### src/rtl/wfg_interconnect_xbar.sv
// wfg_interconnect_xbar: NUM_STIM x NUM_DRV AXI-Stream crossbar from waveform stimuli to drivers.
// Each driver selects one stimulus (or none) and owns a 2-entry skid buffer. Because of the
// buffer, stimulus tready depends only on registered buffer state, never on driver tready.
// When one stimulus feeds several drivers, per-driver accept flags make sure every selected
// driver takes the beat exactly once before the stimulus is released.
module wfg_interconnect_xbar #(
  parameter int NUM_STIM        = 2,
  parameter int NUM_DRV         = 2,
  parameter int AXIS_DATA_WIDTH = 32,
  parameter int SEL_WIDTH       = $clog2(NUM_STIM + 1)
) (
  input  logic                                 clk,
  input  logic                                 rst,
  input  logic                                 ctrl_en_q_i,
  input  logic [NUM_DRV*SEL_WIDTH-1:0]         drv_select_q_i,
  input  logic [NUM_STIM-1:0]                  stim_tvalid_i,
  input  logic [NUM_STIM*AXIS_DATA_WIDTH-1:0]  stim_tdata_i,
  output logic [NUM_STIM-1:0]                  stim_tready_o,
  output logic [NUM_DRV-1:0]                   drv_tvalid_o,
  output logic [NUM_DRV*AXIS_DATA_WIDTH-1:0]   drv_tdata_o,
  input  logic [NUM_DRV-1:0]                   drv_tready_i,
  output logic [NUM_DRV-1:0]                   drv_active_o
);
  localparam int W = AXIS_DATA_WIDTH;
  localparam logic [SEL_WIDTH-1:0] SEL_NONE = SEL_WIDTH'(NUM_STIM);

  logic [NUM_DRV-1:0][SEL_WIDTH-1:0] sel_q, sel_d;
  logic [NUM_DRV-1:0]                acc_q, acc_d;
  logic [NUM_DRV-1:0][1:0][W-1:0]    mem_q, mem_d;
  logic [NUM_DRV-1:0]                wr_ptr_q, wr_ptr_d;
  logic [NUM_DRV-1:0]                rd_ptr_q, rd_ptr_d;
  logic [NUM_DRV-1:0][1:0]           cnt_q, cnt_d;

  logic [NUM_DRV-1:0]                src_vld, src_fire, push, pop;
  logic [NUM_DRV-1:0][W-1:0]         src_dat;

  // Mux the selected stimulus onto each driver; out-of-range selects stay idle
  always_comb begin
    src_vld = '0;
    src_dat = '0;
    for (int d = 0; d < NUM_DRV; d++) begin
      for (int s = 0; s < NUM_STIM; s++) begin
        if (sel_q[d] == SEL_WIDTH'(s)) begin
          src_vld[d] = stim_tvalid_i[s];
          src_dat[d] = stim_tdata_i[s*W +: W];
        end
      end
    end
  end

  // Push/pop per skid buffer; fullness uses the registered count so a same-cycle pop can't unblock
  always_comb begin
    push = '0;
    pop  = '0;
    for (int d = 0; d < NUM_DRV; d++) begin
      push[d] = ctrl_en_q_i & src_vld[d] & (cnt_q[d] != 2'd2) & ~acc_q[d];
      pop[d]  = (cnt_q[d] != 2'd0) & drv_tready_i[d];
    end
  end

  // A stimulus is released once every driver in its fan-out has taken or is taking the beat
  always_comb begin
    logic any_sel;
    logic all_acc;
    stim_tready_o = '0;
    for (int s = 0; s < NUM_STIM; s++) begin
      any_sel = 1'b0;
      all_acc = 1'b1;
      for (int d = 0; d < NUM_DRV; d++) begin
        if (sel_q[d] == SEL_WIDTH'(s)) begin
          any_sel = 1'b1;
          if (!(acc_q[d] | push[d])) all_acc = 1'b0;
        end
      end
      stim_tready_o[s] = ctrl_en_q_i & any_sel & all_acc;
    end
  end

  // Flag per driver whether its selected stimulus completes a handshake this cycle
  always_comb begin
    src_fire = '0;
    for (int d = 0; d < NUM_DRV; d++) begin
      for (int s = 0; s < NUM_STIM; s++) begin
        if (sel_q[d] == SEL_WIDTH'(s)) src_fire[d] = stim_tvalid_i[s] & stim_tready_o[s];
      end
    end
  end

  // Next-state for select shadow, accept flags and skid buffers
  always_comb begin
    sel_d    = sel_q;
    acc_d    = acc_q;
    mem_d    = mem_q;
    wr_ptr_d = wr_ptr_q ^ push;
    rd_ptr_d = rd_ptr_q ^ pop;
    cnt_d    = cnt_q;
    for (int d = 0; d < NUM_DRV; d++) begin
      if (!ctrl_en_q_i) sel_d[d] = drv_select_q_i[d*SEL_WIDTH +: SEL_WIDTH];
      if (!ctrl_en_q_i)     acc_d[d] = 1'b0;
      else if (src_fire[d]) acc_d[d] = 1'b0;
      else if (push[d])     acc_d[d] = 1'b1;
      if (push[d]) mem_d[d][wr_ptr_q[d]] = src_dat[d];
      cnt_d[d] = cnt_q[d] + {1'b0, push[d]} - {1'b0, pop[d]};
    end
  end

  // Driver side reads straight from registered buffer state
  always_comb begin
    drv_tdata_o = '0;
    for (int d = 0; d < NUM_DRV; d++) begin
      drv_tvalid_o[d] = (cnt_q[d] != 2'd0);
      drv_active_o[d] = (cnt_q[d] != 2'd0);
      if (cnt_q[d] != 2'd0) drv_tdata_o[d*W +: W] = mem_q[d][rd_ptr_q[d]];
    end
  end

  // State registers; reset empties buffers and disconnects every driver
  always_ff @(posedge clk) begin
    if (rst) begin
      sel_q    <= {NUM_DRV{SEL_NONE}};
      acc_q    <= '0;
      mem_q    <= '0;
      wr_ptr_q <= '0;
      rd_ptr_q <= '0;
      cnt_q    <= '0;
    end else begin
      sel_q    <= sel_d;
      acc_q    <= acc_d;
      mem_q    <= mem_d;
      wr_ptr_q <= wr_ptr_d;
      rd_ptr_q <= rd_ptr_d;
      cnt_q    <= cnt_d;
    end
  end

endmodule

### config.mk
export PLATFORM = sky130hd
export DESIGN_NAME = wfg_interconnect_xbar
export DESIGN_NICKNAME = d
export VERILOG_FILES = /design/src/rtl/wfg_interconnect_xbar.sv
export SDC_FILE = /design/constraint.sdc
export NUM_CORES = 1
export LEC_CHECK = 0
export BUFFER_PORTS_ARGS = -buffer_cell sky130_fd_sc_hd__buf_2
export CORE_UTILIZATION = 45
export CTS_BUF_LIST = sky130_fd_sc_hd__clkbuf_2 sky130_fd_sc_hd__clkbuf_4 sky130_fd_sc_hd__clkbuf_8
export DETAILED_ROUTE_END_ITERATION = 8
export GPL_TIMING_DRIVEN = 1
export PLACE_DENSITY = 0.67
export SLEW_MARGIN = 20
export SYNTH_ARGS = -nofsm -noshare
export SYNTH_HDL_FRONTEND = slang
export SYNTH_SLANG_ARGS = --single-unit
### constraint.sdc
create_clock -name clk -period 4.3 [get_ports clk]
set_clock_uncertainty 0.1 [all_clocks]
set_input_delay 0.215 -clock clk [delete_from_list [all_inputs] [get_ports clk]]
set_output_delay 0.215 -clock clk [all_outputs]
set_load 0.005 [all_outputs]
-- Word level (Yosys, flattened, before mapping)
Index checks and enable logic that the tools add are counted.
- magnitude comparators: 6
- bitwise logic cells: 21
- add/sub/neg operators: 4
- mux-type cells: 35
- equal/unequal tests: 4
- reductions and logical operators: 8
- operators with widths (operator ; count):
    32-bit 2-to-1 mux ; 12
    64-bit bitwise mux ; 2
    32-bit demux with 1-bit select ; 2
    1-bit 2-to-1 mux ; 19
    1-bit bitwise AND ; 14
    1-bit by 2-bit < comparator with 1-bit output (second input constant) ; 4
    3-bit OR reduction ; 2
    2-bit by 1-bit adder with 2-bit output ; 2
    2-bit by 1-bit == test with 1-bit output (second input constant) ; 2
    2-bit logical NOT ; 2
    2-bit != test (second input constant) ; 2
    2-bit nonzero test ; 2
    2-bit by 1-bit subtractor with 2-bit output ; 2
    2-bit bitwise XOR ; 2
    1-bit inverter ; 3
    1-bit greater-or-equal comparator (second input constant) ; 2
    1-bit logical AND ; 2
    1-bit bitwise OR ; 2
- input port bits: 75
- output and inout bits: 70
- bits in registers: 142

-- Longest topological paths before layout
Gate-level depths: netlist of the first run.
- depth after elaboration: 16
- mapped depth: 11
- mapped depth without buffers: 10

-- Worst setup path after synthesis of the first run
OpenSTA, ideal clock, no wires.
- path kind: register to register
- start point: reg sel_q[2] in the netlist's numbering
- end point: reg cnt_q[3] in the netlist's numbering
- required time: 4072 ps
- setup time: 128 ps
- buffers on the path: 1
- data arrival time: 1950 ps
- slack: 2123 ps
- cell stages (with the launch flop): 12
- period minus slack after synthesis: 2177 ps
- path through: dfxtp_1 buf_2 mux2_2 and3_1 nor2b_1 inv_1 ha_1 inv_1 ha_1 xor2_1 xnor2_1 nor2_1
- word-level cells in the longest chain between the ends: 8
- ends and longest elaborated chain (what ; line ; source):
    start: declaration ; 27 ; logic [NUM_DRV-1:0][SEL_WIDTH-1:0] sel_q, sel_d;
    start signal: assignment ; 120 ; sel_q <= {NUM_DRV{SEL_NONE}};
    start signal: assignment ; 127 ; sel_q <= sel_d;
    2-bit logical NOT ; 43 ; if (sel_q[d] == SEL_WIDTH'(s)) begin
    1-bit 2-to-1 mux ; 43 ;
    1-bit 2-to-1 mux (*) ; 43 ;
    1-bit bitwise AND (*) (3 in a row) ; 56 ; push[d] = ctrl_en_q_i & src_vld[d] & (cnt_q[d] != 2'd2) & ~acc_q[d];
    2-bit by 1-bit adder with 2-bit output (*) ; 103 ; cnt_d[d] = cnt_q[d] + {1'b0, push[d]} - {1'b0, pop[d]};
    2-bit by 1-bit subtractor with 2-bit output (*) ; 103 ;
    end signal: assignment ; 132 ; cnt_q <= cnt_d;
    end: declaration ; 32 ; logic [NUM_DRV-1:0][1:0] cnt_q, cnt_d;
Mark *: on every way between the ends. The rest lies on a longest branch, timed or not.
A chain may end at the register's enable or synchronous reset.

-- Worst setup path after layout of the first run
- start point: reg sel_q[1] in the netlist's numbering
- end point: reg mem_q[19] in the netlist's numbering
- word-level cells in the longest chain between the ends: 6
- ends and longest elaborated chain (what ; line ; source):
    2-bit logical NOT ; 43 ;
    1-bit 2-to-1 mux (2 in a row) ; 43 ;
    1-bit bitwise AND (3 in a row) ; 56 ;
    end signal: assignment ; 129 ; mem_q <= mem_d;
    end: declaration ; 29 ; logic [NUM_DRV-1:0][1:0][W-1:0] mem_q, mem_d;
Several ways; a longest one is shown, not always the timed one.

==> results of run 1 <==
through the flow:
stage | hold WS (ps) | area [um2]
CTS | 23.7 | 8440
finish | 67.2 | 8440
global placement | 371 | 7990
floorplan | 221 | 7170
global route | 39.8 | 8440
detailed placement | 374 | 7990
worst min path at each step:
stage | end | cells past startpoint
floorplan | acc_q[1]$_SDFFE_PP0N_ | 1
global placement | mem_q[48]$_SDFFE_PP0P_ | 2
detailed placement | sel_q[1]$_SDFFE_PP1N_ | 3
CTS | acc_q[1]$_SDFFE_PP0N_ | 3
global route | acc_q[1]$_SDFFE_PP0N_ | 3
finish | acc_q[1]$_SDFFE_PP0N_ | 3
routing by layer:
| layer | up-vias | global-route usage | share of wire |
|---|---|---|---|
| li1 | 2865 | - | - |
| met1 | 2610 | 0.303 | 0.48 |
| met2 | 116 | 0.326 | 0.46 |
| met3 | 26 | 0.0367 | 0.036 |
| met4 | 0 | 0.0983 | 0.020 |
| met5 | - | 0 | 0 |
cell families after synthesis:
group,after synthesis,share of synthesized area
buf+inv,75,0.0459
mux,260,0.363
compound gates,13,0.0148
xor+xnor,6,0.00733
simple gates,290,0.158
fa+ha+maj,8,0.0140
flops,142,0.396
cell usage after synthesis, drive strengths merged (2+ instances only):
cell type | count | area, um2
ha | 8 | 100
clkbuf | 31 | 116
nand2 | 2 | 7.51
nor2b | 8 | 50.1
nand2b | 3 | 18.8
and2 | 2 | 12.5
xnor2 | 4 | 35.0
xor2 | 2 | 17.5
nor2 | 271 | 1020
inv | 10 | 37.5
mux2i | 259 | 2590
o21ai | 2 | 10.0
buf | 34 | 175
dfxtp | 142 | 2840
o21a | 2 | 15.0
cell type report:
class                   instances  area share
clock buffers                  24      0.0369
inverters                      10     0.00445
well taps                     211      0.0313
flip-flops and latches        142       0.338
repair buffers                161       0.104
diodes                          1    0.000297
multi-input cells             577       0.476
clock inverters                 7      0.0101
power breakdown:
group	total [W]	switching, W	internal [W]	leakage [nW]
clock network	0.00106	0.000475	0.000589	0.213
registers	0.00150	0.000155	0.00135	1.15
logic	0.000586	0.000309	0.000277	1.83
flip-flops by register name, summed over array words and instances, names as in the netlist:
signal / flops
mem_q: 128
cnt_q: 4
sel_q: 4
acc_q: 2
rd_ptr_q: 2
wr_ptr_q: 2
worst max-delay path: cells and delay by family, from the launching register on:
| family | cells | cell delay (ps) |
|---|---|---|
| simple gates | 3 | 790 |
| fa+ha+maj | 1 | 540 |
| flops | 1 | 500 |
| buf+inv | 1 | 430 |
| mux | 1 | 240 |
==> results.yml, run 1 <==
outcome:
  outcome: "completed"
synthesis:
  syn_area_um2: 7170
  async_reset_ff_frac: 0
  ys_ff_latch: 142
  syn_inst: 794
  yosysWarnings: 0
  yosysSeqAreaShare: 0.396
  synth.distinct_cells: 32
  synth_edf_count: 0
  mappedNetlistNets: 877
  synthFlopType: "dfxtp_1"
  syn_area_per_cell_um2: 9.03
cts:
  cts_tree: "built"
  cts_buffers: 17
  cts_setup_buffers: 0
  root_buffer: "clkbuf_8"
  cts_buffer_depth: 2
  htreeDepth: 4
  cts.sinks: 142
  clk_pin_slew_ps: 70
  cts_resized: 0
  cts_hold_buf: 5
  insertion_delay_ps: 430
setup_path:
  reg2reg_depth: 6
  r2r_start: "sel_q[1]$_SDFFE_PP1N_"
  endpoint: "mem_q[19]$_SDFFE_PP0P_"
  crit_required_ps: 4480
  rr_endpoint: "mem_q[19]$_SDFFE_PP0P_"
  critPathSlowestCell: "ha_2"
  worst_setup_path_end_kind: "flip-flop"
  critical_path_class: "flip-flop to flip-flop"
  start_kind: "flip-flop"
  cpPeakStageDelay_ps: 540
  ff2ff_setup_slack_ps: 1550
  path_max_fanout: 36
  cp.arrival_ps: 2930
  worstPathCellList: "nand2b_1 -> nor4_1 -> ha_2 -> buf_4 -> mux2i_1 -> nor2_1"
  worstSetupStartpoint: "sel_q[1]$_SDFFE_PP1N_"
detailed_routing:
  routed_wl_um: 17100
  wire_per_inst_um: 15.1
  ant_nets: 0
  drt-pass1-iter-count: 4
  vias: 5617
  drtIter0Drc: 289
  drc: 0
  viasPerCell: 4.96
min_path:
  min_from: "stim_tvalid_i[1]"
  worstHoldPathType: "input port to flip-flop"
power_and_ir_drop:
  ir_worst_vdd_v: 0.000411
  power_per_cell_area_nw_per_um2: 373
  p_leak_nw: 3.19
  power_w: 0.00315
layout:
  drive_gt1_frac: 0.218
  final_cell_mix: "nor2_1, mux2i_1, buf_2, dfxtp_1, clkbuf_8"
  final-seq-area_um2: 2850
  fin_util: 0.549
  multi_input_area_um2: 4010
  final_nets: 992
  synthToLayoutAreaGrowth_pct: 17.7
  final_common_cell: "nor2_1"
  instances_no_fill: 1133
  n_fill_cell: 1475
grt:
  grt_usage: 0.217
  grt_pass1_vias: 5335
  grt_max_degree: 105
  grt_overflow: 0
  antenna_found_initial: 1
  grt_pass1_wl_um: 27700
floorplanning:
  start_util: 0.467
  row_count: 45
  pin_count: 145
  die_width_um: 128
  core_area_um2: 15400
  die_h_um: 128
  die_area_um2: 16400
timing:
  tns_ps: 0
  slew_headroom: 0.279
  fin_crit_ps: 2750
  fmax_mhz: 363
  setup_violations: 0
  tightest_slew_ps: 1080
  drv_slew: 0
  fin_crit_sh: 0.641
  rsz0062_at_grt: "no"
  fin_ws_ps: 1550
  final_hold_viol_count: 0
placement:
  io_buffers: 144
  place_congestion: 0.847
  dp_hpwl_um: 12000
  dp_cells: 1096
  place_ws_ps: 1300
job:
  maxCapViolCount: 0
Power figures use the tool's default switching activity.
==> inputs of run 2 (changes only) <==
--- a/config.mk
+++ b/config.mk
@@ -10,7 +10,7 @@
 export CTS_BUF_LIST = sky130_fd_sc_hd__clkbuf_2 sky130_fd_sc_hd__clkbuf_4 sky130_fd_sc_hd__clkbuf_8
 export DETAILED_ROUTE_END_ITERATION = 8
 export GPL_TIMING_DRIVEN = 1
-export PLACE_DENSITY = 0.67
+export PLACE_DENSITY = 0.7
 export SLEW_MARGIN = 20
 export SYNTH_ARGS = -nofsm -noshare
 export SYNTH_HDL_FRONTEND = slang
==> constraint.sdc (replaced) <==
create_clock -name clk -period 2.49 [get_ports clk]
set_clock_uncertainty 0.1 [all_clocks]
set_input_delay 0.1245 -clock clk [delete_from_list [all_inputs] [get_ports clk]]
set_output_delay 0.1245 -clock clk [all_outputs]
set_load 0.005 [all_outputs]
==> run 2 against run 1 <==
Net effect: clock-buffer cell count fell by 6; via count rose by 3.0%; die area did not move; sequential share of layout area fell by 0.97 points; critical path type is now flip-flop to output port; wire length rose by 2.4%; sequential power rose by 62%; register-to-register slack got worse by 1200 ps; global-route usage rose by 0.27 points; cell count rose by 1.4%; design area rose by 2.9%; combinational power rose by 120%.
==> results.yml, run 2 (synthesis gave the netlist of run 1 again) <==
cts:
  root_buffer: "clkbuf_8"
  clk_pin_slew_ps: 70
  cts_resized: 0
  cts_buffers: 17
  cts.sinks: 142
  cts_buffer_depth: 2
  insertion_delay_ps: 440
  cts_tree: "built"
  htreeDepth: 4
grt:
  grt_max_degree: 57
  grt_usage: 0.220
  grt_overflow: 0
  grt_pass1_wl_um: 28100
  antenna_found_initial: 1
  grt_pass1_vias: 5482
detailed_routing:
  wire_per_inst_um: 15.3
  routed_wl_um: 17500
  drt-pass1-iter-count: 7
  drtIter0Drc: 292
  viasPerCell: 5.03
  vias: 5785
  ant_nets: 0
  drc: 0
layout:
  top_register: "mem_q"
  final_common_cell: "nor2_1"
  synthToLayoutAreaGrowth_pct: 21.1
  stdcell_area_um2: 8690
  final-seq-area_um2: 2850
  largest_reg_flops: 128
  drive_gt1_frac: 0.225
  multi_input_area_um2: 4010
  n_fill_cell: 1406
  fin_util: 0.565
  final_nets: 1007
  instances_no_fill: 1149
  reg_top3: "mem_q: 128 flops, cnt_q: 4 flops, sel_q: 4 flops"
  final_cell_mix: "nor2_1, mux2i_1, buf_2, dfxtp_1"
floorplanning:
  start_util: 0.467
  row_count: 45
  core_area_um2: 15400
  pin_count: 145
  die_h_um: 128
  die_area_um2: 16400
  die_width_um: 128
timing:
  fin_crit_sh: 0.910
  fin_crit_ps: 2270
  slew_headroom: 0.574
  rsz0062_at_grt: "no"
  tns_ps: 0
  drv_slew: 0
  worst_hold_slack_ps: 40.7
  fmax_mhz: 441
  setup_violations: 0
  tightest_slew_ps: 639
  final_hold_viol_count: 0
setup_path:
  cp.arrival_ps: 2040
  start_kind: "flip-flop"
  r2r_start: "cnt_q[1]$_SDFF_PP0_"
  ff2ff_setup_slack_ps: 330
  crit_required_ps: 2270
  rr_endpoint: "cnt_q[1]$_SDFF_PP0_"
  reg2reg_depth: 9
  critical_path_class: "flip-flop to output port"
  worst_setup_path_end_kind: "output port"
  path_max_fanout: 36
power_and_ir_drop:
  ir_worst_vdd_v: 0.000367
  power_per_cell_area_nw_per_um2: 667
  p_leak_nw: 3.28
outcome:
  outcome: "completed"
placement:
  place_congestion: 0.812
  io_buffers: 144
  dp_hpwl_um: 12300
  dp_cells: 1106
  placed_area_um2: 8130
min_path:
  min_from: "ctrl_en_q_i"
  worstHoldEndpoint: "sel_q[3]$_SDFFE_PP1N_"
  worstHoldPathType: "input port to flip-flop"
  hold_depth: 3
job:
  maxCapViolCount: 0
run 2: changes by cell type in the layout (fill, tap and decap cells not counted), sizes merged:
cell / previous run / this run
dlygate4sd3: 5 / 10
clkinvlp: 0 / 5
clkbuf: 24 / 18
buf: 156 / 166
bufinv: 2 / 5
inv: 10 / 11
clkinv: 5 / 3
run 2: area by class of cell:
type	instances	share of cell area
clock buffers	18	0.0278
inverters	10	0.00432
diodes	1	0.000288
flip-flops and latches	142	0.328
multi-input cells	577	0.462
clock inverters	14	0.0248
repair buffers	176	0.122
well taps	211	0.0304
run 2: worst max-delay path by stage:
stage | startpoint | endpoint | slack, ps | depth (start not counted)
after floorplan | sel_q[2]$_SDFFE_PP0N_ | cnt_q[3]$_SDFF_PP0_ | 310 | 11
after global placement | sel_q[2]$_SDFFE_PP0N_ | cnt_q[3]$_SDFF_PP0_ | 400 | 10
after detailed placement | cnt_q[1]$_SDFF_PP0_ | cnt_q[1]$_SDFF_PP0_ | 280 | 9
after CTS | sel_q[0]$_SDFFE_PP0N_ | stim_tready_o[1] | 210 | 6
after global routing | cnt_q[1]$_SDFF_PP0_ | cnt_q[1]$_SDFF_PP0_ | 30 | 9
final | sel_q[2]$_SDFFE_PP0N_ | stim_tready_o[1] | 220 | 5
run 2: critical path, cell delays in order (launching register included):
cell	delay, ps
dfxtp_2	340
buf_4	510
nor2b_1	290
nor3b_2	250
nor2_1	70
buf_2	130
run 2: power breakdown:
part           switching (W)  total (W)  internal [W]  leakage [nW]
clock network       0.000890    0.00209       0.00120         0.215
logic               0.000753    0.00127      0.000521          1.92
registers           0.000103    0.00243       0.00232          1.15
total                0.00175    0.00579       0.00405          3.28
run 2: per-layer routing:
| layer | routed length [um] | global-route usage | share of wire |
|---|---|---|---|
| met1 | 8510 | 0.297 | 0.49 |
| met2 | 7900 | 0.340 | 0.45 |
| met3 | 750 | 0.0451 | 0.043 |
| met4 | 365 | 0.0907 | 0.021 |
| met5 | 0 | 0 | 0 |
run 2: through the flow:
stage	setup WS, ps	power [W]
final	224	0.00579
after global routing	34.5	0.00605
after CTS	212	0.00584
after detailed placement	283	0.00374
after global placement	397	0.00374
after floorplan	313	0.00334
run 2: timing repair:
action | in CTS | in global routing
hold buffers | 10 | 0
setup buffers | 0 | 0
endpoints found under the setup margin | 0 | 0
hold endpoints to repair | 7 | 0
